===== src/rtl/count_event_monitor.sv =====
// count_event_monitor
//   Watches the counter IP's count_out bus, detects wrap-up, wrap-down and
//   threshold-match events, and queues timestamped records in a small FIFO
//   drained over a valid/ready stream.
//   Record layout: {match, wrap_up, wrap_dn, count, timestamp}.
//   Optional feature macro: COUNT_MON_IRQ_EN builds the registered
//   occupancy interrupt. Without it, irq is tied low and the port list is
//   unchanged.
module count_event_monitor #(
    parameter int CNT_W     = 8,
    parameter int TS_W      = 16,
    parameter int DEPTH     = 4,
    parameter int IRQ_LEVEL = 1
) (
    input  logic                      aclk,
    input  logic                      aresetn,
    input  logic [CNT_W-1:0]          count_in,
    input  logic                      mon_en,
    input  logic [CNT_W-1:0]          threshold,
    output logic                      ev_valid,
    input  logic                      ev_ready,
    output logic [3+CNT_W+TS_W-1:0]   ev_data,
    output logic [$clog2(DEPTH):0]    ev_level,
    output logic [7:0]                drop_cnt,
    output logic                      irq
);

    localparam int PTR_W = $clog2(DEPTH);
    localparam int LVL_W = PTR_W + 1;
    localparam int REC_W = 3 + CNT_W + TS_W;
    localparam logic [CNT_W-1:0] CNT_MAX  = {CNT_W{1'b1}};
    localparam logic [CNT_W-1:0] CNT_ZERO = {CNT_W{1'b0}};
    localparam logic [LVL_W-1:0] LVL_FULL = LVL_W'(DEPTH);

    // Elaboration-time parameter sanity: FIFO depth and irq threshold range.
    if (DEPTH < 2 || (DEPTH & (DEPTH - 1)) != 0 || IRQ_LEVEL < 1 || IRQ_LEVEL > DEPTH) begin : g_bad_params
        $error("count_event_monitor: DEPTH must be a power of 2 >= 2 and IRQ_LEVEL in 1..DEPTH");
    end

    logic [TS_W-1:0]  ts_q;
    logic [CNT_W-1:0] cur_q;
    logic [CNT_W-1:0] prev_q;
    logic             vld0_q;
    logic             vld1_q;
    logic [REC_W-1:0] mem_q [DEPTH];
    logic [PTR_W-1:0] wr_ptr_q, wr_ptr_d;
    logic [PTR_W-1:0] rd_ptr_q, rd_ptr_d;
    logic [LVL_W-1:0] level_q, level_d;
    logic [7:0]       drop_q, drop_d;

    logic             wrap_up_s;
    logic             wrap_dn_s;
    logic             match_s;
    logic             push_s;
    logic             pop_s;
    logic             full_s;
    logic             wr_s;
    logic             drop_s;
    logic [REC_W-1:0] rec_s;

    // Free-running timestamp, independent of mon_en.
    always_ff @(posedge aclk or negedge aresetn) begin
        if (!aresetn) begin
            ts_q <= {TS_W{1'b0}};
        end else begin
            ts_q <= ts_q + {{(TS_W-1){1'b0}}, 1'b1};
        end
    end

    // Sample the count while enabled; sample-valid pipeline drops on disable.
    always_ff @(posedge aclk or negedge aresetn) begin
        if (!aresetn) begin
            cur_q  <= {CNT_W{1'b0}};
            prev_q <= {CNT_W{1'b0}};
            vld0_q <= 1'b0;
            vld1_q <= 1'b0;
        end else if (mon_en) begin
            cur_q  <= count_in;
            prev_q <= cur_q;
            vld0_q <= 1'b1;
            vld1_q <= vld0_q;
        end else begin
            vld0_q <= 1'b0;
            vld1_q <= 1'b0;
        end
    end

    // Event detection on the last two samples; suppressed while disabled.
    always_comb begin
        wrap_up_s = 1'b0;
        wrap_dn_s = 1'b0;
        match_s   = 1'b0;
        if (vld0_q && vld1_q && mon_en) begin
            wrap_up_s = (prev_q == CNT_MAX)  && (cur_q == CNT_ZERO);
            wrap_dn_s = (prev_q == CNT_ZERO) && (cur_q == CNT_MAX);
            match_s   = (cur_q == threshold) && (prev_q != threshold);
        end else begin
            wrap_up_s = 1'b0;
            wrap_dn_s = 1'b0;
            match_s   = 1'b0;
        end
        push_s = match_s | wrap_up_s | wrap_dn_s;
        rec_s  = {match_s, wrap_up_s, wrap_dn_s, cur_q, ts_q};
    end

    // FIFO control: simultaneous push/pop is legal even when full.
    always_comb begin
        full_s   = (level_q == LVL_FULL);
        pop_s    = (level_q != {LVL_W{1'b0}}) && ev_ready;
        wr_s     = push_s && (!full_s || pop_s);
        drop_s   = push_s && full_s && !pop_s;
        wr_ptr_d = wr_ptr_q;
        rd_ptr_d = rd_ptr_q;
        if (wr_s) begin
            wr_ptr_d = wr_ptr_q + {{(PTR_W-1){1'b0}}, 1'b1};
        end else begin
            wr_ptr_d = wr_ptr_q;
        end
        if (pop_s) begin
            rd_ptr_d = rd_ptr_q + {{(PTR_W-1){1'b0}}, 1'b1};
        end else begin
            rd_ptr_d = rd_ptr_q;
        end
        level_d = level_q + {{(LVL_W-1){1'b0}}, wr_s} - {{(LVL_W-1){1'b0}}, pop_s};
        if (drop_s && (drop_q != 8'hFF)) begin
            drop_d = drop_q + 8'd1;
        end else begin
            drop_d = drop_q;
        end
    end

    // FIFO state registers; reset discards any queued records.
    always_ff @(posedge aclk or negedge aresetn) begin
        if (!aresetn) begin
            wr_ptr_q <= {PTR_W{1'b0}};
            rd_ptr_q <= {PTR_W{1'b0}};
            level_q  <= {LVL_W{1'b0}};
            drop_q   <= 8'h00;
        end else begin
            wr_ptr_q <= wr_ptr_d;
            rd_ptr_q <= rd_ptr_d;
            level_q  <= level_d;
            drop_q   <= drop_d;
        end
    end

    // FIFO storage, cleared on reset so the head reads zero afterwards.
    always_ff @(posedge aclk or negedge aresetn) begin
        if (!aresetn) begin
            for (int i = 0; i < DEPTH; i++) begin
                mem_q[i] <= {REC_W{1'b0}};
            end
        end else if (wr_s) begin
            mem_q[wr_ptr_q] <= rec_s;
        end else begin
            mem_q[wr_ptr_q] <= mem_q[wr_ptr_q];
        end
    end

    assign ev_valid = (level_q != {LVL_W{1'b0}});
    assign ev_data  = mem_q[rd_ptr_q];
    assign ev_level = level_q;
    assign drop_cnt = drop_q;

`ifdef COUNT_MON_IRQ_EN
    localparam logic [LVL_W-1:0] IRQ_LVL = LVL_W'(IRQ_LEVEL);
    logic irq_q, irq_d;

    // Interrupt request follows the registered occupancy one cycle later.
    always_comb begin
        irq_d = (level_q >= IRQ_LVL);
    end

    // Interrupt register.
    always_ff @(posedge aclk or negedge aresetn) begin
        if (!aresetn) begin
            irq_q <= 1'b0;
        end else begin
            irq_q <= irq_d;
        end
    end

    assign irq = irq_q;
`else
    assign irq = 1'b0;
`endif

endmodule


===== config.mk =====
export PLATFORM = sky130hd
export DESIGN_NAME = count_event_monitor
export DESIGN_NICKNAME = d
export VERILOG_FILES = /design/src/rtl/count_event_monitor.sv
export SDC_FILE = /design/constraint.sdc
export NUM_CORES = 1
export LEC_CHECK = 0
export ABC_CLOCK_PERIOD_IN_PS = 2850
export BUFFER_PORTS_ARGS = -buffer_cell sky130_fd_sc_hd__buf_4
export CORE_ASPECT_RATIO = 0.6
export CORE_MARGIN = 2
export CORE_UTILIZATION = 55
export CTS_CLUSTER_SIZE = 28
export DETAILED_ROUTE_END_ITERATION = 7
export PLACE_DENSITY_LB_ADDON = 0.2
export RECOVER_POWER = 25
export SLEW_MARGIN = 40
export SYNTH_ARGS = -nofsm -noshare
export SYNTH_HDL_FRONTEND = slang
export SYNTH_SLANG_ARGS = --single-unit

===== constraint.sdc =====
create_clock -name aclk -period 2.85 [get_ports aclk]
set_input_delay 0.1425 -clock aclk [delete_from_list [all_inputs] [get_ports aclk]]
set_output_delay 0.1425 -clock aclk [all_outputs]
set_load 0.05 [all_outputs]

# After elaboration in Yosys (flattened, before gate mapping)
# Index checks and enable logic that the tools add are counted.
# totals
reg_bits	157
in_bits	20
output_inout_bits	40
elab_cells	65
# classes
n_addsub	6
n_lt_le_gt_ge	3
eq_ne	6
mux	16
bitwise	4
reduce_logical	17
# ops
operator	n
$bwmux 108	2
$mux 27	5
$bmux 27 s2	2
$mux 108	1
$demux 27 s2	1
$add 16x1->16 const B	1
$eq 8x8->1 const B	2
$logic_not 8->1	2
$logic_and 1x1->1	11
$add 8x1->8 const B	1
$eq 8x8->1	1
$ne 8x8->1	1
$ne 8x8->1 const B	1
$ge 3x3->1 const B	2
$not 2->3	2
$mux 1	5
$add 2x1->2 const B	2
$add 3x1->3	1
$eq 3x3->1 const B	1
$lt 3x1->1 const B	1
$reduce_bool 3->1	1
$sub 3x1->3	1
$logic_not 1->1	2
$or 1x1->1	2
$logic_or 1x1->1	1

# Longest topological paths before layout
# Gate-level depths: netlist (run 1).
# depth
word_depth	8
mapped_depth	12
ltp_nobuf	11

# Worst setup path after synthesis (run 1)
# Ideal clock, no wire load.
# synth_timing
kind	register to register
startpoint	register prev_q[1]
endpoint	register level_q[2] (netlist: ev_level[2])
setup_ps	124
t_arrival_ps	2776
t_required_ps	2726
setup_slack_ps	-50
stages_incl_launch_ff	11
n_path_buf	0
period_less_slack_ps	2900
path_cell_list	dfrtp_1 > or4b_1 > nor4_1 > nor3_2 > or2_2 > ha_1 > inv_1 > ha_1 > fa_1 > xnor2_1 > xnor2_1
# synth_between
elab_chain_cells	8
elab_cells_between_ends	14
cone_classes	add/sub: 2; eq/ne: 2; mux: 3; bitwise: 2; reduce/logical: 5
# synth_rtl
item	line	text
start: declaration	42	logic [CNT_W-1:0] prev_q;
start signal: assignment	74	prev_q <= {CNT_W{1'b0}};
start signal: assignment	79	prev_q <= cur_q;
$ne 8x8->1 or $eq 8x8->1 (tied branches)	96, 94	
$logic_and 1x1->1, on equally long branches	96, 94	
$mux 1	93	if (vld0_q && vld1_q && mon_en) begin
$or 1x1->1	102	push_s = match_s | wrap_up_s | wrap_dn_s;
$or 1x1->1 *	102	
$logic_and 1x1->1 *	110	wr_s = push_s && (!full_s || pop_s);
$add 3x1->3 *	124	level_d = level_q + {{(LVL_W-1){1'b0}}, wr_s} - {{(LVL_W-1){1'b0}}, pop_s};
$sub 3x1->3 *	124	
named net level_d[2]	48	logic [LVL_W-1:0] level_q, level_d;
end signal: assignment	137	level_q <= {LVL_W{1'b0}};
end signal: assignment	142	level_q <= level_d;
end: declaration	48	
# Mark *: on every way through the listed nets, which the timed path passes. The rest lies on a longest branch.
# A chain may end at the register's enable or synchronous reset.

# Worst setup path in the final report (run 1)
# layout_timing
startpoint	register cur_q[4]
endpoint	register level_q[2] (netlist: ev_level[2])
# layout_between
elab_chain_cells	8
elab_cells_between_ends	14
cone_classes	add/sub: 2; eq/ne: 2; mux: 3; bitwise: 2; reduce/logical: 5
# layout_rtl
item	line	text
start: declaration	41	logic [CNT_W-1:0] cur_q;
start signal: assignment	73	cur_q <= {CNT_W{1'b0}};
start signal: assignment	78	cur_q <= count_in;
$eq 8x8->1 or $logic_not 8->1 (tied branches)	96, 94	
$logic_and 1x1->1, on equally long branches	96, 94	
$mux 1	93	
$or 1x1->1	102	
$or 1x1->1 *	102	
$logic_and 1x1->1 *	110	
$add 3x1->3 *	124	
$sub 3x1->3 *	124	
named net level_d[2]	48	
# Marks and branches as above.

==> results of run 1 <==
through the flow:
stage | hold WS [ps] | TNS [ps] | utilization
after floorplan | -153 | 0 | -
after global placement | 185 | 0 | 0.637
after detailed placement | 194 | -17.2 | 0.637
after CTS | 113 | 0 | 0.695
after global routing | 202 | -411 | 0.700
final | 175 | -68.8 | 0.700
metal layers:
| metal | vias up | GRT usage |
|---|---|---|
| met3 | 22 | 0.0570 |
| met1 | 2884 | 0.373 |
| met5 | - | 0 |
| met4 | 0 | 0.0797 |
| li1 | 2483 | - |
| met2 | 187 | 0.389 |
how the worst min path moves through the flow:
| stage | startpoint | endpoint | slack (ps) | cells after the start |
|---|---|---|---|---|
| 3_3_place_gp | aresetn | mem_q[11]$_DFFE_PN0P_ | 190 | 1 |
| 4_1_cts | mon_en | vld0_q$_DFF_PN0_ | 110 | 2 |
| 5_1_grt | ev_ready | rd_ptr_q[0]$_DFFE_PN0P_ | 200 | 3 |
| 3_5_place_dp | aresetn | mem_q[38]$_DFFE_PN0P_ | 190 | 1 |
| 2_1_floorplan | aresetn | cur_q[0]$_DFFE_PN0P_ | -150 | 0 |
| 6_report | ev_ready | rd_ptr_q[0]$_DFFE_PN0P_ | 180 | 3 |
synthesized netlist by cell type (all sizes together), types with 2 or more instances:
cell type	instances
o21ai	4
clkbuf	27
nor3	4
or4b	4
or3	2
a22oi	3
xnor2	22
ha	8
and2	2
nor2	112
or4	2
mux2	18
mux4	54
nand4	7
inv	7
nor4	9
xor2	20
a21oi	108
buf	16
mux2i	24
dfrtp	157
nand2	11
nand3	10
worst min-delay path, cell delays in order:
cell and delay [ps]:
buf_4 80, and2_1 240, xor2_1 100
kinds of logic after synthesis:
| family | share of synthesized area |
|---|---|
| DFF | 0.497 |
| xor gates and xnor gates | 0.0466 |
| and+or+nand+nor | 0.0995 |
| buffers and inverters | 0.0285 |
| adders and majority gates | 0.0152 |
| other | 0.000475 |
| muxes | 0.234 |
| AOI/OAI and AO/OA | 0.0783 |
power groups by stage:
stage	clock network [mW]	logic [mW]	registers, mW
final	2.61	1.07	2.49
after global routing	2.74	1.14	2.51
after CTS	2.63	1.02	2.49
after detailed placement	0	1.01	2.53
after global placement	0	0.979	2.51
after floorplan	0	0.627	2.49
timing repair:
action | in CTS | in global routing
resized for setup | 5 | 16
hold buffers | 9 | 0
setup endpoints to repair | 1 | 31
endpoints found under the hold margin | 77 | 0
pin swaps | 1 | 3
placed cells by master (no fill, tap or decap), types with 4 or more instances in the layout:
cell type and count:
a21oi_1 108, buf_12 5, buf_4 90, bufinv_16 6
clkbuf_16 17, clkinvlp_4 4, dfrtp_1 154, dlygate4sd3_1 9
ha_2 4, inv_1 6, mux2_1 4, mux2_2 14
mux2i_2 9, mux2i_4 14, mux4_2 54, nand2_1 11
nand3_1 9, nand4_1 7, nor2_1 112, nor4_2 5
xnor2_1 19, xor2_1 19
registers in the layout (all words and copies together) (netlist names):
| signal | flops |
|---|---|
| mem_q | 108 |
| rd_ptr_q | 2 |
| drop_cnt | 8 |
| ts_q | 16 |
| vld0_q | 1 |
| prev_q | 8 |
| vld1_q | 1 |
| cur_q | 8 |
| ev_level | 3 |
| wr_ptr_q | 2 |
area by class of cell:
type                            count  share of cell area
Inverter                            7             0.00271
Clock buffer                       18              0.0454
Tap cell                          192              0.0248
Sequential cell                   157               0.406
Multi-Input combinational cell    433               0.403
Clock inverter                     14              0.0249
Timing Repair Buffer              109              0.0931
==> impl_results.md, run 1 <==
* Status: finished, violations left
* Failing checks: max-capacitance violations, max-slew violations, negative setup slack
* Area fraction of the dominant cell type after synthesis at 0.497
* Die area at 0.0154 mm2
* Core footprint at 0.0138 mm2
* # IOs at 60
* Sequential power share at 0.404
* RSZ-0062 raised after global routing: true
* Critical R2R Launch: cur_q[4]$_DFFE_PN0P_
* Htree depth at 4
* Worst setup path endpoint: ev_level[2]$_DFF_PN0_
* Buffers on Ports at 58
* Syn avg cell area at 12.3 um2
* Worst-Margin Slew at 1830 ps
* Post-synth EDFFs at 0
* Fmax at 343 MHz
* Top sig layer: met4
* Routed WL at 18800 um
* Die Span Y at 96.8 um
* Via count at 5576
* CP Class: reg -> reg
* Final worst setup slack at -68.8 ps
* Final-report setup violation count at 1
* Final Hold Viols at 0
* Main flop type after synthesis: dfrtp_1
* Required @ worst endpoint at 3190 ps
* Met3 wire len at 1060 um
* Clock power share at 0.424
* # fillers at 984
* Post-synth cell types at 42
* Rel. slew slack at -0.218
* Max Cap Violations at 1
* Internal power at 4.48 mW
* M1 WL at 8550 um
* Layout cells sized above 1 at 0.340
* Dominant cell type by area after synthesis: dfrtp_1
* Largest net degree at the start of global routing at 73
* Total gr overflow at 0
* Sw Share at 0.274
* DP Area at 0.00881 mm2
* Fin cells at 930
* R2R depth at 13
* Total power at 6.17 mW
* Reg2reg setup slack at -70 ps
* Fin nets at 754
* Pre-CTS setup slack at -17.2 ps
* Delay-heaviest family, CP: simple AND/OR/NAND/NOR gates
* Buf/Inv on CP at 3
* Inserted Diodes at 0
* Starting Density at 0.571
* Startpoint types: flip-flop
* P_leak at 3.53 nW
* Row count at 33
* CTS Buffer Depth at 2
* Hold Path Class: in -> reg
* Register area at 0.00393 mm2
* Cell breakdown of the critical path: buf_4, nor4_2, nand2_1, nor4_2, buf_4, nor3_4, or2_4, ha_4, inv_2, ha_4, fa_2, xnor2_2, xnor2_1
* Dpl cells at 889
* Max rail drop VDD at 0.624 mV
* Die width at 159 um
* Ys async rst share at 1.00
* Iteration-0 DRC Markers at 342
* Crit path largest cell delay at 410 ps
* Register area share after synthesis at 0.497
* Antenna violations before repair at 0
* Crit path time final at 2920 ps
* Detailed-route DRC error count at 0
* Cell area after synthesis at 0.00790 mm2
* Synthesized Nets at 669
* Crit path from: cur_q[4]$_DFFE_PN0P_
* GPL Wtd Cong at 0.890
* Tcrit/Tclk final at 1.02
* Clock sinks at 157
* Largest cells by area after synthesis: dfrtp_1 (50%), mux4_2 (15%), a21oi_1 (6.8%), nor2_1 (5.3%), mux2i_4 (4.0%)
* Arr. time, crit path at 3260 ps
* Post-CTS Repair Setup Buffers at 0
* Number of nets with antenna violations after routing at 0
* Design Area, Final at 0.00968 mm2
* Pwr per Cell Area at 637 mW/mm2
* Final Skew at 11.3 ps
* Post-synthesis cell count at 640
* Reg2reg end: ev_level[2]$_DFF_PN0_
* CTS buffer count at 17
* Crit path max-delay cell type: dfrtp_1
* Met2 WL at 8920 um
* Switch Pwr at 1.69 mW
* Worst-path clk slew at 70 ps
* CTS Root Cell: clkbuf_16
* Area occupied by multi-input gates at 0.00390 mm2
* Pre-antenna DRT Iters at 5
* Yosys warns at 0
* Slew Limit Fails at 73
* Crit-path max FO at 4
* Comb power frac at 0.173
* Area growth syn-to-layout at 22.6%
* WL per Instance at 20.2 um
* Routed vias/inst at 6.00
* Flops & latches, synth at 157
* Critical Path Stages at 13
* First-pass GRT wire length at 30500 um
* All-Layer GR Usage at 0.256
* Clk_lat worst skew at 430 ps
* Vias in the first global route at 5762
* CTS tree: yes
* Post-DP HPWL at 12200 um
* CP endpoint kind: flip-flop
(Power assumes the default switching activity.)
==> run 2, diff against run 1 <==
--- a/config.mk
+++ b/config.mk
@@ -14,6 +14,7 @@
 export DETAILED_ROUTE_END_ITERATION = 7
 export PLACE_DENSITY_LB_ADDON = 0.2
 export RECOVER_POWER = 25
+export SETUP_SLACK_MARGIN = 0.05
 export SLEW_MARGIN = 40
 export SYNTH_ARGS = -nofsm -noshare
 export SYNTH_HDL_FRONTEND = slang
==> run 2 against run 1 <==
  * The run still ends with max-capacitance violations, max-slew violations, negative setup slack left
  * Sequential power fell by 3%
  * Utilization down 1.3 points
  * First-iteration DRC count grew 30%
  * Clock skew about the same
  * Wire length is 4.1% lower
  * Global-route usage down 0.75 points
  * Die area unchanged
==> impl_results.md, run 2 (synthesized netlist as in run 1, its figures left out) <==
* DP Area at 0.00881 mm2 (about the same)
* Clock sinks at 157 (unchanged)
* P_leak at 3.49 nW (-1.0%)
* Slew Limit Fails at 74 (+1.4%)
* Routed WL at 18000 um (-4.1%)
* Total gr overflow at 0 (unchanged)
* Inserted Diodes at 0 (unchanged)
* Reg2reg end: ev_level[2]$_DFF_PN0_
* Worst-path clk slew at 70 ps (about the same)
* Via count at 5447 (-2.3%)
* Rel. slew slack at -0.236 (-0.0177)
* Arr. time, crit path at 3180 ps (-80 ps)
* Number of nets with antenna violations after routing at 0 (unchanged)
* Reg with most FFs: mem_q
* Die area at 0.0154 mm2 (unchanged)
* Htree depth at 4 (unchanged)
* Final Skew at 11.1 ps (-0.271 ps)
* Fmax at 348 MHz (+1.5%)
* Vias in the first global route at 5539 (-3.9%)
* Most frequent cells in the layout: dfrtp_1 (154), nor2_1 (112), a21oi_1 (108)
* Die width at 159 um (unchanged)
* Starting Density at 0.571 (unchanged)
* Post-DP HPWL at 11700 um (-3.8%)
* CTS Buffer Depth at 2 (unchanged)
* Fin nets at 750 (-0.53%)
* Final Util at 0.687 (-0.0128)
* Max reg flops at 108 (unchanged)
* Max rail drop VDD at 0.731 mV (+17%)
* Commonest non-fill, non-tap cell in the layout: dfrtp_1
* # fillers at 972 (-1.2%)
* Row count at 33 (unchanged)
* Status: finished, violations left
* # IOs at 60 (unchanged)
* CP Class: reg -> reg
* Area growth syn-to-layout at 20.3%
* First-pass GRT wire length at 29800 um (-2.3%)
* Cell depth of the worst min-delay path at 3 (unchanged)
* Failing checks: max-capacitance violations, max-slew violations, negative setup slack
* Layout cells sized above 1 at 0.327 (-0.0131)
* Antenna violations before repair at 0 (unchanged)
* Max Cap Violations at 1 (unchanged)
* Post-CTS Repair Setup Buffers at 0 (unchanged)
* Critical R2R Launch: cur_q[7]$_DFFE_PN0P_
* CP endpoint kind: flip-flop
* Pwr per Cell Area at 597 mW/mm2 (-6.4%)
* Startpoint types: flip-flop
* Worst-Margin Slew at 1850 ps (+26.5 ps)
* Die Span Y at 96.8 um (unchanged)
* Crit-path max FO at 3 (-1)
* Required @ worst endpoint at 3150 ps (-40 ps)
* CTS Root Cell: clkbuf_16
* Core footprint at 0.0138 mm2 (unchanged)
* Detailed-route DRC error count at 0 (unchanged)
* Iteration-0 DRC Markers at 443 (+30%)
* Worst Hold Endpoint: rd_ptr_q[0]$_DFFE_PN0P_
* Met3 wire len at 875 um (-18%)
* Clk_lat worst skew at 420 ps (about the same)
* M1 WL at 8390 um (-1.9%)
* CTS tree: yes
* WL per Instance at 19.5 um (-3.7%)
* Pre-antenna DRT Iters at 5 (unchanged)
* GPL Wtd Cong at 0.879 (-1.2%)
* All-Layer GR Usage at 0.249 (-0.00746)
* Final-report setup violation count at 1 (unchanged)
* Design Area, Final at 0.00950 mm2 (-1.8%)
* R2R depth at 12 (-1)
* Buffers on Ports at 58 (unchanged)
* Reg2reg setup slack at -20 ps (+40 ps)
* Crit path time final at 2870 ps (-44.2 ps)
* CTS buffer count at 17 (unchanged)
* RSZ-0062 raised after global routing: true
* Tcrit/Tclk final at 1.01 (-0.0155)
* Register area at 0.00393 mm2 (unchanged)
* Top sig layer: met4
* Final worst setup slack at -24.6 ps (+44.2 ps)
* HP Start: ev_ready
* Routed vias/inst at 5.88 (-1.9%)
* Final Hold Viols at 0 (unchanged)
* Largest net degree at the start of global routing at 75 (+2.7%)
* Total power at 5.67 mW (-8.1%)
* Hold Path Class: in -> reg
* Top flop regs: mem_q x108, ts_q x16
* Met2 WL at 8520 um (-4.5%)
* Area occupied by multi-input gates at 0.00386 mm2 (-1.1%)
-- run 2: cell count changes in the layout (fill, tap and decap cells not counted), moves of 2 or more --
cell       change
buf_4          -4
bufinv_16      -5
clkinv_4       +2
ha_1           +2
inv_6          +4
mux2_1         -2
mux2_2         +2
mux2i_1        +5
mux2i_2        -5
-- run 2: worst max-delay path by stage --
stage,to,from,slack [ps]
after CTS,ev_level[2]$_DFF_PN0_,cur_q[4]$_DFFE_PN0P_,-6
after detailed placement,ev_level[2]$_DFF_PN0_,cur_q[4]$_DFFE_PN0P_,-20
after global routing,ev_level[2]$_DFF_PN0_,cur_q[7]$_DFFE_PN0P_,-120
final,ev_level[2]$_DFF_PN0_,cur_q[7]$_DFFE_PN0P_,-20
after global placement,ev_level[2]$_DFF_PN0_,prev_q[1]$_DFFE_PN0P_,30
after floorplan,ev_level[2]$_DFF_PN0_,cur_q[4]$_DFFE_PN0P_,7
-- run 2: power by group --
group          total [mW]  leakage, nW  switching (mW)  internal [mW]
Combinational        1.08         1.66           0.611          0.467
Sequential           2.41         1.56          0.0932           2.32
Clock                2.18        0.271           0.968           1.22
Total                5.67         3.49            1.67           4.00
-- run 2: area by class of cell --
| cell class | instances | share of cell area |
|---|---|---|
| Tap cell | 192 | 0.0253 |
| Inverter | 7 | 0.00276 |
| Multi-Input combinational cell | 433 | 0.406 |
| Sequential cell | 157 | 0.414 |
| Timing Repair Buffer | 105 | 0.0925 |
| Clock inverter | 15 | 0.0149 |
| Clock buffer | 17 | 0.0448 |
-- run 2: repair_timing --
| action | CTS | global route |
|---|---|---|
| pin swaps | 1 | 1 |
| gates resized for setup | 8 | 2 |
| hold buffers | 9 | 0 |
| hold endpoints to repair | 80 | 0 |
| endpoints found under the setup margin | 1 | 2 |
-- run 2: through the flow --
stage,TNS [ps],hold slack [ps],worst slack (ps),cells
2_1_floorplan,0,-153,6.50,640
3_3_place_gp,0,203,31.0,885
3_5_place_dp,-18.5,218,-18.5,885
4_1_cts,-5.76,107,-5.76,926
5_1_grt,-122,130,-122,926
6_report,-24.6,122,-24.6,926
-- run 2: per-layer routing --
| layer | global-route usage | vias to the layer above |
|---|---|---|
| li1 | - | 2475 |
| met1 | 0.373 | 2801 |
| met2 | 0.374 | 145 |
| met3 | 0.0497 | 26 |
| met4 | 0.0713 | 0 |
| met5 | 0 | - |
-- run 2: worst max-delay path, cell delays in order (launching register included) --
cell	delay [ps]
dfrtp_1	400
buf_4	150
xnor2_1	150
nand4_1	160
a2111oi_4	480
nor3_4	60
or2_4	230
ha_1	260
inv_1	40
ha_1	190
fa_2	360
xnor2_2	150
xnor2_1	120
==> run 3, diff against run 2 <==
--- a/config.mk
+++ b/config.mk
@@ -7,7 +7,6 @@
 export LEC_CHECK = 0
 export ABC_CLOCK_PERIOD_IN_PS = 2850
 export BUFFER_PORTS_ARGS = -buffer_cell sky130_fd_sc_hd__buf_4
-export CORE_ASPECT_RATIO = 0.6
 export CORE_MARGIN = 2
 export CORE_UTILIZATION = 55
 export CTS_CLUSTER_SIZE = 28
==> run 3 against run 2 <==
  * The flow still finishes with violations (max-capacitance violations, max-slew violations, negative setup slack)
  * Global-route usage grew 0.072 points
  * Non-clock buffer count up 7
  * Clock power is 6% higher
  * Sequential cell count stayed put
  * Combinational power fell by 4%
  * Clock skew up 3.5 ps
  * Clock-buffer cell count rose by 4
  * Largest power group unchanged
==> impl_results.md, run 3 (synthesized netlist as in run 1, its figures left out) <==
* Status: finished, violations left
* Failing checks: max-capacitance violations, max-slew violations, negative setup slack
* Starting Density at 0.567 (-0.00420)
* Die Span Y at 124 um (+28%)
* CP Class: reg -> reg
* Core footprint at 0.0139 mm2 (+0.74%)
* Final Skew at 14.6 ps (+3.48 ps)
* RSZ-0062 raised after global routing: true
* Most frequent cells in the layout: dfrtp_1 (154), nor2_1 (112), a21oi_1 (108)
* Row count at 43 (+30%)
* Crit-path max FO at 4 (+1)
* Pre-antenna DRT Iters at 5 (unchanged)
* CTS buffer count at 17 (unchanged)
* Die width at 124 um (-22%)
* Max Cap Violations at 1 (unchanged)
* Final worst setup slack at -10.2 ps (+14.5 ps)
* Final Hold Viols at 0 (unchanged)
* Number of nets with antenna violations after routing at 0 (unchanged)
* CTS Root Cell: clkbuf_16
* # IOs at 60 (unchanged)
* Routed WL at 17700 um (-2.2%)
* Internal power at 4.18 mW (+4.5%)
* Fmax at 350 MHz (+0.51%)
* Worst hold slack at 147 ps (+24.9 ps)
* Commonest non-fill, non-tap cell in the layout: dfrtp_1
* Detailed-route DRC error count at 0 (unchanged)
* Largest net degree at the start of global routing at 108 (+44%)
* P_leak at 3.54 nW (+1.3%)
* CP endpoint kind: flip-flop
* Routed vias/inst at 5.92 (+0.60%)
* Startpoint types: flip-flop
* Tcrit/Tclk final at 1.00 (-0.00507)
* Cell breakdown of the critical path: buf_4, nor4_4, nand2_1, nor4_1, buf_4, nor3_4, or2_4, ha_4, inv_2, ha_4, fa_2, xnor2_2, xnor2_1
* # fillers at 968 (-0.41%)
* Top flop regs: mem_q x108, ts_q x16
* CTS tree: yes
* WL per Instance at 19.2 um (-1.5%)
* Die area at 0.0153 mm2 (-0.20%)
* Design Area, Final at 0.00961 mm2 (+1.2%)
* Post-DP HPWL at 11500 um (-2.0%)
* Worst-Margin Slew at 1600 ps (-256 ps)
* Fin nets at 757 (+0.93%)
* Via count at 5444 (-0.055%)
* Hold Path Class: in -> reg
* Clock power share at 0.395 (+0.010)
* All-Layer GR Usage at 0.249 (+0.000717)
* Clock sinks at 157 (unchanged)
* Total gr overflow at 0 (unchanged)
* Iteration-0 DRC Markers at 477 (+7.7%)
* Crit path max-delay cell type: dfrtp_1
* Pwr per Cell Area at 606 mW/mm2 (+1.6%)
* Buffers on Ports at 58 (unchanged)
* Area growth syn-to-layout at 21.7%
* Rel. slew slack at -0.0649 (+0.171)
* Sequential power share at 0.426 (about the same)
* GPL Wtd Cong at 0.831 (-5.4%)
* Worst-path clk slew at 70 ps (about the same)
* Crit path largest cell delay at 420 ps (-60 ps)
* DP Area at 0.00882 mm2 (+0.13%)
* Comb power frac at 0.179 (-0.011)
* Arr. time, crit path at 3170 ps (about the same)
* Delay-heaviest family, CP: simple AND/OR/NAND/NOR gates
* Layout cells sized above 1 at 0.335 (+0.00816)
* CTS Buffer Depth at 2 (unchanged)
* Vias in the first global route at 5550 (+0.20%)
* First-pass GRT wire length at 28700 um (-3.8%)
* Max rail drop VDD at 0.725 mV (-0.81%)
* Final-report setup violation count at 1 (unchanged)
* Inserted Diodes at 0 (unchanged)
* Crit path time final at 2860 ps (-14.5 ps)
* Antenna violations before repair at 0 (unchanged)
* Reg with most FFs: mem_q
* Htree depth at 4 (unchanged)
* Slew Limit Fails at 66 (-11%)
* Buf/Inv on CP at 3 (+1)
* Required @ worst endpoint at 3160 ps (about the same)
* Switch Pwr at 1.65 mW (-1.6%)
* Sw Share at 0.283 (-0.0123)
* Clk_lat worst skew at 430 ps (about the same)
* Max reg flops at 108 (unchanged)
[run 3: cell count changes in the layout (fill, tap and decap cells not counted), sizes merged]
cell,before,now
clkbuf,20,25
clkinv,7,2
clkinvlp,3,2
buf,93,99
bufinv,1,2
[run 3: worst paths after layout]
check / startpoint / to / slack, ps / cells after the start
max reg2reg: cur_q[4]$_DFFE_PN0P_ / ev_level[2]$_DFF_PN0_ / -10 / 13
min in group asynchronous: aresetn / mem_q[85]$_DFFE_PN0P_ / 650 / 2
min: ev_ready / rd_ptr_q[0]$_DFFE_PN0P_ / 150 / 3
min reg2reg: ts_q[15]$_DFF_PN0_ / ts_q[15]$_DFF_PN0_ / 510 / 1
max: cur_q[4]$_DFFE_PN0P_ / ev_level[2]$_DFF_PN0_ / -10 / 13
max in group asynchronous: aresetn / ts_q[12]$_DFF_PN0_ / 310 / 4
[run 3: power groups by stage]
stage | clock [mW] | sequential, mW | combinational (mW)
after detailed placement | 0 | 2.51 | 0.996
after floorplan | 0 | 2.49 | 0.627
after CTS | 2.32 | 2.48 | 1.06
after global routing | 2.44 | 2.50 | 1.12
after global placement | 0 | 2.51 | 0.974
final | 2.30 | 2.48 | 1.04
[run 3: what timing repair did]
| item | 4_1_cts | 5_1_grt |
|---|---|---|
| gates resized for setup | 15 | 3 |
| hold endpoints to repair | 113 | 0 |
| buffers inserted | 3 | 0 |
| pin swaps | 10 | 1 |
| hold buffers | 9 | 0 |
| endpoints found under the setup margin | 1 | 8 |
[run 3: worst min-delay path, delay by kind of cell]
family	cells	cell delay (ps)
xor+xnor	1	90
simple gates	1	230
buf+inv	1	80
[run 3: layout make-up]
class                   count  area (um2)  share of cell area
inverters                   7        26.3             0.00273
multi-input cells         433        3900               0.406
repair buffers            112         930              0.0967
clock inverters            10         128              0.0133
clock buffers              21         470              0.0489
flip-flops and latches    157        3930               0.409
well taps                 180         225              0.0234
[run 3: metrics by stage]
step / utilization / std cells / power [mW] / setup slack [ps] / setup TNS [ps]
after global placement: 0.632 / 876 / 3.49 / 46.0 / 0
after CTS: 0.690 / 919 / 5.86 / 12.6 / 0
after floorplan: - / 640 / 3.12 / 6.50 / 0
after detailed placement: 0.633 / 876 / 3.51 / -71.7 / -71.7
final: 0.690 / 920 / 5.83 / -10.2 / -10.2
after global routing: 0.690 / 920 / 6.07 / -165 / -6090
[run 3: layer usage]
metal	GRT usage	vias to the layer above	routed length, um
met3	0.0568	36	886
met4	0.0895	0	354
met1	0.341	2770	7580
met2	0.396	150	8830
li1	-	2488	-
met5	0	-	0
